`src/rtl/slow_to_fast_pkg.sv`:
```
// Shared types and constants for the slow-to-fast bus synchroniser.
package slow_to_fast_pkg;

    localparam int unsigned DEF_WIDTH = 8;
    localparam int unsigned DEF_NCH   = 1;
    localparam int unsigned DEF_DEPTH = 4;
    localparam int unsigned PTR_W     = $clog2(DEF_DEPTH);
    localparam int unsigned CNT_W     = 16;

    // Sync chain and edge flop reset high so a real low->high is needed first.
    localparam logic SYNC_RST_VAL = 1'b1;

    typedef logic [DEF_NCH*DEF_WIDTH-1:0] data_t;

    function automatic int unsigned ptr_width(input int unsigned depth);
        return (depth > 1) ? $clog2(depth) : 1;
    endfunction

endpackage

```
`src/rtl/slow_to_fast_bus_sync_sts_fifo.sv`:
```
// First-word fall-through FIFO (sts_fifo); a push is accepted when full if a pop happens in the same cycle.
module sts_fifo
    import slow_to_fast_pkg::*;
#(
    parameter int unsigned DW    = 8,
    parameter int unsigned DEPTH = 4
) (
    input  logic          clk,
    input  logic          rst_n,
    input  logic          push,
    input  logic [DW-1:0] wdata,
    input  logic          pop,
    output logic [DW-1:0] rdata,
    output logic          full,
    output logic          empty
);

    localparam int unsigned PW = ptr_width(DEPTH);
    localparam int unsigned CW = PW + 1;

    logic [DW-1:0] mem_q [DEPTH];
    logic [DW-1:0] mem_d [DEPTH];
    logic [PW-1:0] wr_ptr_q, wr_ptr_d;
    logic [PW-1:0] rd_ptr_q, rd_ptr_d;
    logic [CW-1:0] count_q, count_d;
    logic          do_push;
    logic          do_pop;

    assign full  = (count_q == CW'(DEPTH));
    assign empty = (count_q == '0);
    assign rdata = mem_q[rd_ptr_q];

    always_comb begin
        mem_d    = mem_q;
        wr_ptr_d = wr_ptr_q;
        rd_ptr_d = rd_ptr_q;
        count_d  = count_q;
        do_pop   = pop && !empty;
        do_push  = push && (!full || do_pop);
        if (do_push) begin
            mem_d[wr_ptr_q] = wdata;
            wr_ptr_d        = wr_ptr_q + PW'(1);
        end
        if (do_pop) begin
            rd_ptr_d = rd_ptr_q + PW'(1);
        end
        case ({do_push, do_pop})
            2'b10:   count_d = count_q + CW'(1);
            2'b01:   count_d = count_q - CW'(1);
            default: count_d = count_q;
        endcase
    end

    always_ff @(posedge clk or negedge rst_n) begin
        if (!rst_n) begin
            mem_q    <= '{default: '0};
            wr_ptr_q <= '0;
            rd_ptr_q <= '0;
            count_q  <= '0;
        end else begin
            mem_q    <= mem_d;
            wr_ptr_q <= wr_ptr_d;
            rd_ptr_q <= rd_ptr_d;
            count_q  <= count_d;
        end
    end

endmodule

```
`src/rtl/slow_to_fast_bus_sync.sv`:
```
// Captures data_in on synchronised slow_clk_in rising edges into a FWFT FIFO in the fast_clk domain.
// Optional slow-period monitor enabled by defining SLOW_TO_FAST_PERIOD_MON_EN.
module slow_to_fast_bus_sync
    import slow_to_fast_pkg::*;
#(
    parameter int unsigned WIDTH       = 8,
    parameter int unsigned NCH         = 1,
    parameter int unsigned SYNC_STAGES = 2,
    parameter int unsigned DEPTH       = 4,
    parameter int unsigned MIN_RATIO   = 8
) (
    input  logic                 fast_clk,
    input  logic                 reset_n,
    input  logic                 slow_clk_in,
    input  logic [NCH*WIDTH-1:0] data_in,
    output logic [NCH*WIDTH-1:0] out_data,
    output logic                 out_valid,
    input  logic                 out_ready,
    input  logic                 clr_err,
    output logic                 overflow,
    output logic                 too_fast
);

    localparam int unsigned DW = NCH * WIDTH;

    logic [SYNC_STAGES-1:0] sync_q, sync_d;
    logic                   prev_q, prev_d;
    logic                   overflow_q, overflow_d;
    logic                   slow_edge;
    logic                   fifo_full;
    logic                   fifo_empty;
    logic                   drop;

    always_comb begin
        sync_d = {sync_q[SYNC_STAGES-2:0], slow_clk_in};
        prev_d = sync_q[SYNC_STAGES-1];
    end

    assign slow_edge = sync_q[SYNC_STAGES-1] & ~prev_q;

    // Full is only relieved by a pop that the FIFO will actually honour this cycle.
    assign drop = slow_edge && fifo_full && !out_ready;

    always_comb begin
        overflow_d = overflow_q;
        if (clr_err) overflow_d = 1'b0;
        if (drop)    overflow_d = 1'b1;
    end

    always_ff @(posedge fast_clk or negedge reset_n) begin
        if (!reset_n) begin
            sync_q     <= {SYNC_STAGES{SYNC_RST_VAL}};
            prev_q     <= SYNC_RST_VAL;
            overflow_q <= 1'b0;
        end else begin
            sync_q     <= sync_d;
            prev_q     <= prev_d;
            overflow_q <= overflow_d;
        end
    end

    assign overflow  = overflow_q;
    assign out_valid = !fifo_empty;

    sts_fifo #(
        .DW    (DW),
        .DEPTH (DEPTH)
    ) u_fifo (
        .clk   (fast_clk),
        .rst_n (reset_n),
        .push  (slow_edge),
        .wdata (data_in),
        .pop   (out_ready),
        .rdata (out_data),
        .full  (fifo_full),
        .empty (fifo_empty)
    );

`ifdef SLOW_TO_FAST_PERIOD_MON_EN
    logic [CNT_W-1:0] per_cnt_q, per_cnt_d;
    logic             too_fast_q, too_fast_d;

    always_comb begin
        per_cnt_d  = per_cnt_q;
        too_fast_d = too_fast_q;
        if (per_cnt_q != '1) per_cnt_d = per_cnt_q + CNT_W'(1);
        if (clr_err)         too_fast_d = 1'b0;
        if (slow_edge) begin
            per_cnt_d = '0;
            if (per_cnt_q < CNT_W'(MIN_RATIO)) too_fast_d = 1'b1;
        end
    end

    // Counter resets saturated so the first edge after reset never flags.
    always_ff @(posedge fast_clk or negedge reset_n) begin
        if (!reset_n) begin
            per_cnt_q  <= '1;
            too_fast_q <= 1'b0;
        end else begin
            per_cnt_q  <= per_cnt_d;
            too_fast_q <= too_fast_d;
        end
    end

    assign too_fast = too_fast_q;
`else
    assign too_fast = 1'b0;
`endif

endmodule

```
`config.mk`:
```
export PLATFORM = sky130hd
export DESIGN_NAME = slow_to_fast_bus_sync
export DESIGN_NICKNAME = d
export VERILOG_FILES = /design/src/rtl/slow_to_fast_pkg.sv /design/src/rtl/slow_to_fast_bus_sync_sts_fifo.sv /design/src/rtl/slow_to_fast_bus_sync.sv
export SDC_FILE = /design/constraint.sdc
export NUM_CORES = 1
export LEC_CHECK = 0
export ABC_AREA = 1
export ABC_CLOCK_PERIOD_IN_PS = 4500
export CAP_MARGIN = 20
export CORE_MARGIN = 2
export CORE_UTILIZATION = 40
export DETAILED_ROUTE_END_ITERATION = 6
export GPL_ROUTABILITY_DRIVEN = 1
export SLEW_MARGIN = 10
export SYNTH_ARGS = -nofsm -noshare
export SYNTH_HDL_FRONTEND = slang
export SYNTH_SLANG_ARGS = --single-unit
```
`constraint.sdc`:
```
create_clock -name fast_clk -period 4.5 [get_ports fast_clk]
set_input_delay 0.9 -clock fast_clk [delete_from_list [all_inputs] [get_ports fast_clk]]
set_output_delay 0.9 -clock fast_clk [all_outputs]
set_load 0.01 [all_outputs]
```
## Word-level counts from Yosys, hierarchy flattened

Cells that the tools add are included.

| word-level totals | value |
|---|---|
| logic and storage cells | 45 |
| input port bits | 13 |
| register bits after elaboration | 43 |
| output and inout port bits | 11 |

| cells by class | value |
|---|---|
| $lt $le $gt $ge | 3 |
| bitwise gates (word level) | 4 |
| add/subtract/negate cells | 4 |
| muxes and demuxes | 9 |
| equality and inequality tests | 3 |
| reductions and logical operators | 12 |

Operators with widths:

| cell | number |
|---|---|
| bitwise mux 32 bit | 1 |
| 2-to-1 mux 8 bit | 3 |
| binary-select mux 8 bit (select 2 bit) | 1 |
| demux 8 bit (select 2 bit) | 1 |
| >= comparator 3 bit (second input constant) | 2 |
| NOT 2 -> 3 bit | 2 |
| one-hot mux 3 bit (2 select lines) | 1 |
| logical AND 1 bit | 5 |
| adder 2 x 1 -> 2 bit (second input constant) | 2 |
| nonzero test 2 bit | 2 |
| adder 3 x 1 -> 3 bit (second input constant) | 1 |
| equality test 3 bit (second input constant) | 1 |
| logical NOT 1 bit | 3 |
| logical NOT 3 bit | 1 |
| less-than comparator 3 x 1 -> 1 bit (second input constant) | 1 |
| subtractor 3 x 1 -> 3 bit (second input constant) | 1 |
| equality test 2 x 1 -> 1 bit (second input constant) | 1 |
| equality test 2 bit (second input constant) | 1 |
| 2-to-1 mux 1 bit | 2 |
| AND 1 bit | 1 |
| logical OR 1 bit | 1 |
| NOT 1 bit | 1 |

## Longest topological paths before layout

| depth | value |
|---|---|
| word-level depth | 7 |
| depth in mapped cells | 10 |
| depth with buffers taken out | 10 |

## Cells and area by module

Synthesis repeated with hierarchy kept, for this count alone.

| unflattened totals | value |
|---|---|
| cells, all modules | 251 |
| area, all modules | 2165.8 µm² |

Modules (own cells, without submodules):

| module | instances | seq. area each (µm²) | area each (µm²) | cells each |
|---|---|---|---|---|
| sts_fifo | 1 | 975.9 | 2014.4 | 236 |
| slow_to_fast_bus_sync | 1 | 103.8 | 151.4 | 15 |

## Worst setup path after synthesis

OpenSTA, ideal clock, no wires.

| path | value |
|---|---|
| path type | register -> output |
| start | register u_fifo.rd_ptr_q[0] |
| end | output port out_data[6] |
| required time | 3600 ps |
| data arrival time | 1156 ps |
| setup slack | 2444 ps |
| stages on the path, launching flop included | 5 |
| buffers on the path | 2 |
| cells stage by stage | dfrtp_1 -> clkbuf_1 -> clkbuf_1 -> o21ai_0 -> o22ai_1 |

| between the ends | value |
|---|---|
| word-level cells in the longest chain between the ends | 4 |

Ends and longest elaborated chain:

| what | RTL line | RTL |
|---|---|---|
| start, declared | slow_to_fast_bus_sync_sts_fifo.sv:24 | `logic [PW-1:0] rd_ptr_q, rd_ptr_d;` |
| start signal, assigned | slow_to_fast_bus_sync_sts_fifo.sv:63 | `rd_ptr_q <= rd_ptr_d;` |
| NOT 2 -> 3 bit (implied by the code) | slow_to_fast_bus_sync_sts_fifo.sv:31 | `assign rdata = mem_q[rd_ptr_q];` |
| binary-select mux 8 bit (select 2 bit) | slow_to_fast_bus_sync_sts_fifo.sv:31 |  |
| 2-to-1 mux 8 bit (implied by the code) (2 in series) | slow_to_fast_bus_sync_sts_fifo.sv:31 |  |
| end, declared | slow_to_fast_bus_sync.sv:16 | `output logic [NCH*WIDTH-1:0] out_data,` |

Every way passes these cells. The select of a mux whose other input is x is not followed.

## Worst setup path after layout

| path | value |
|---|---|
| start | register u_fifo.rd_ptr_q[0] |
| end | output port out_data[0] |

Same word-level chain as after synthesis.

==> results.yml <==
sta:
  finClkSkew_ps: 4.419
  fmax_mhz: 318.3
  setup_viol: 0
  worstMarginPinSlew_ps: 965.6
  drv_slew: 0
  period_share_pct: 69.81
  setup_tns_ps: 0
  rsz0062_at_grt: "no"
  slew_headroom_pct: 35.63
  hold_viol: 0
  min_period_ps: 3141
route:
  ant_nets: 0
  first_pass_iters: 4
  wl_mm: 4.726
  wl_per_cell_um: 14.15
  drc: 0
  drtIter0Drc: 117
  vias: 1678
  routed_via_density: 5.024
synthesis:
  synth_cell_types: 26
  synthTopCellsByCount: "nand2_1, o21ai_0, dfrtp_1"
  yosys_warnings: 0
  syn_inst: 243
  synth_fp_nets: 261
  syn_area_per_cell_um2: 8.599
  synth_edf_count: 0
  yosysMostFrequentCell: "nand2_1"
  yosysTopAreaCell: "dfrtp_1"
  async_flop_share_pct: 100.0
  ys_ff_latch: 43
  synth_area_mm2: 0.002090
  synth_ff_type: "dfrtp_1"
  yosysSeqAreaShare_pct: 51.68
  synth_top_area_share_pct: 47.90
  synth.area.top_cells: "dfrtp_1, nand2_1, o21ai_0"
setup_path:
  critical_path.top_delay_family: "buffers and inverters"
  crit_cells: 4
  rr_worst_depth: 6
  cp_data_required_time_ps: 3600
  crit_slowest_cell: "dfrtp_1"
  worstSetupEndpointType: "output pin"
  critPathMaxStageDelay_ps: 690
  crit_arrival_ps: 2240
  worstSetupStartpointType: "flop"
  crit_chain: "inv_1, o21ai_0, o22ai_1, clkdlybuf4s50_1"
  crit_type: "reg -> out"
  crit_buf_inv: 2
  worstPathMaxFanout: 18
die:
  io_pins: 24
  die-area_mm2: 0.005818
  num_rows: 26
  die_x_um: 76.28
  core_area_mm2: 0.005075
  start_util_pct: 41.17
  die_h_um: 76.28
power:
  powerDensity_mw_per_mm2: 704.1
  peakVddDrop_mv: 0.3004
  p_leak_nw: 1.138
  pwr-share-comb_pct: 42.2
  clkPwrFrac_pct: 18.6
  p_seq_share_pct: 39.2
  swShare_pct: 39.29
  internal_power_w: 0.001041
  p_switching_w: 0.0006740
grt:
  grt_overflow: 0
  grt_pass1_wl_mm: 8.059
  grt_use_total_pct: 17.54
  grt_pass1_vias: 1591
  grt_max_degree: 44
  antenna_found_initial: 0
cts:
  cts_root_buf: "clkbuf_8"
  clk_pin_slew_worst_paths_ps: 80
  insertion_delay_ps: 300
  cts_htree_levels: 2
  cts_resized: 0
  hold_buffers: 0
  cts_tree: "done"
  cts_setup_buffers: 0
  numCtsBuffers: 5
  clock_sinks: 43
  cts.path.max_buffers: 2
final_layout:
  area_growth_pct: 16.59
  n_antenna_cell: 0
  final_layout_size_suffix_gt1_share_pct: 8.712
  nFillCells: 525
  layout.nets: 281
  final-instance-count-excl-fill: 334
status:
  outcome: "completed"
placed_design:
  place.gp.congestion: 0.7769
  dp_hpwl_mm: 3.044
  placed_cells: 326
  io_buffers: 22
worst_hold_path:
  hp-class: "reg -> reg"
  holdPathStages: 0
run:
  max_cap_violations: 0
-- registers in the layout, indices dropped and copies added, names as in the netlist --
name             cells
u_fifo.rd_ptr_q      2
u_fifo.wr_ptr_q      2
sync_q               2
u_fifo.count_q       3
overflow             1
prev_q               1
u_fifo.mem_q        32
-- through the flow --
stage,hold slack (ps),worst slack (ps),util [%],power (W),area [um2]
final,359.1,1359,48.00,0.001715,2436
after global routing,368.0,1220,48.00,0.001861,2436
after CTS,360.9,1340,48.00,0.001730,2436
after detailed placement,348.7,1668,45.69,0.001412,2318
after global placement,346.3,1748,45.69,0.001395,2318
after floorplan,345.2,2444,-,0.001115,2090
-- worst register-to-register path: stages (launching register included) --
cell	delay [ps]
dfstp_2	530
inv_1	30
nor2_1	280
nand2_4	340
nor2_2	480
nand2_1	90
nand2_1	90
-- final cells by class --
class,instances,area (um2),share of cell area (%)
sequential,43,1080,44.32
multi-input combinational,174,872.1,35.80
timing repair buffer,22,215.2,8.834
tap,70,87.58,3.595
clock buffer,6,82.58,3.390
inverter,17,63.81,2.619
clock inverter,2,35.03,1.438
-- power groups by stage --
stage / sequential, W / combinational (W) / clock (W)
after global routing: 0.000696 / 0.000826 / 0.000338
after detailed placement: 0.000680 / 0.000732 / 0
after floorplan: 0.000619 / 0.000496 / 0
after CTS: 0.000672 / 0.000736 / 0.000323
final: 0.000673 / 0.000724 / 0.000318
after global placement: 0.000678 / 0.000717 / 0
-- cells in the final DEF (no fill, tap or decap), types with 2 or more instances in the layout --
cell type and n:
clkbuf_8 6, nand2_1 71, dfstp_2 3, o21ai_1 7, clkdlybuf4s50_1 21, nor2_1 19
inv_1 17, ha_1 4, nor2_4 3, o21ai_0 42, nor2_2 3, nand3_1 4
xor2_1 2, o22ai_1 9, dfrtp_1 40, nand4_1 2
-- logic make-up (layout without fill, tap and decap cells) --
logic type | after synthesis | count (layout) | synth area share, %
buffers and inverters | 26 | 47 | 6.587
AOI/OAI and AO/OA | 60 | 60 | 15.09
adders and majority gates | 5 | 5 | 3.353
and+or+nand+nor | 105 | 105 | 21.50
DFF | 43 | 43 | 51.68
xor gates and xnor gates | 3 | 3 | 1.617
other | 1 | 1 | 0.1795
-- final timing paths --
check / start / endpoint / slack [ps]
max: u_fifo.rd_ptr_q[0]$_DFFE_PN0P_ / out_data[0] / 1360
min: sync_q[0]$_DFF_PN1_ / sync_q[1]$_DFF_PN1_ / 360
max reg2reg: sync_q[1]$_DFF_PN1_ / u_fifo.mem_q[15]$_DFFE_PN0P_ / 2600
min reg2reg: sync_q[0]$_DFF_PN1_ / sync_q[1]$_DFF_PN1_ / 360
max in group asynchronous: reset_n / u_fifo.mem_q[20]$_DFFE_PN0P_ / 3160
min in group asynchronous: reset_n / u_fifo.count_q[2]$_DFFE_PN0P_ / 750
-- layer usage --
layer / wire length [um] / vias to the layer above / global-route usage [%] / part of all wire (%)
li1: - / 825 / - / -
met1: 2214 / 805 / 24.90 / 47
met2: 2198 / 42 / 26.73 / 47
met3: 256 / 6 / 3.673 / 5.4
met4: 56 / 0 / 6.000 / 1.2
met5: 0 / - / 0 / 0
Note: power is estimated with default switching activity, not from simulation.
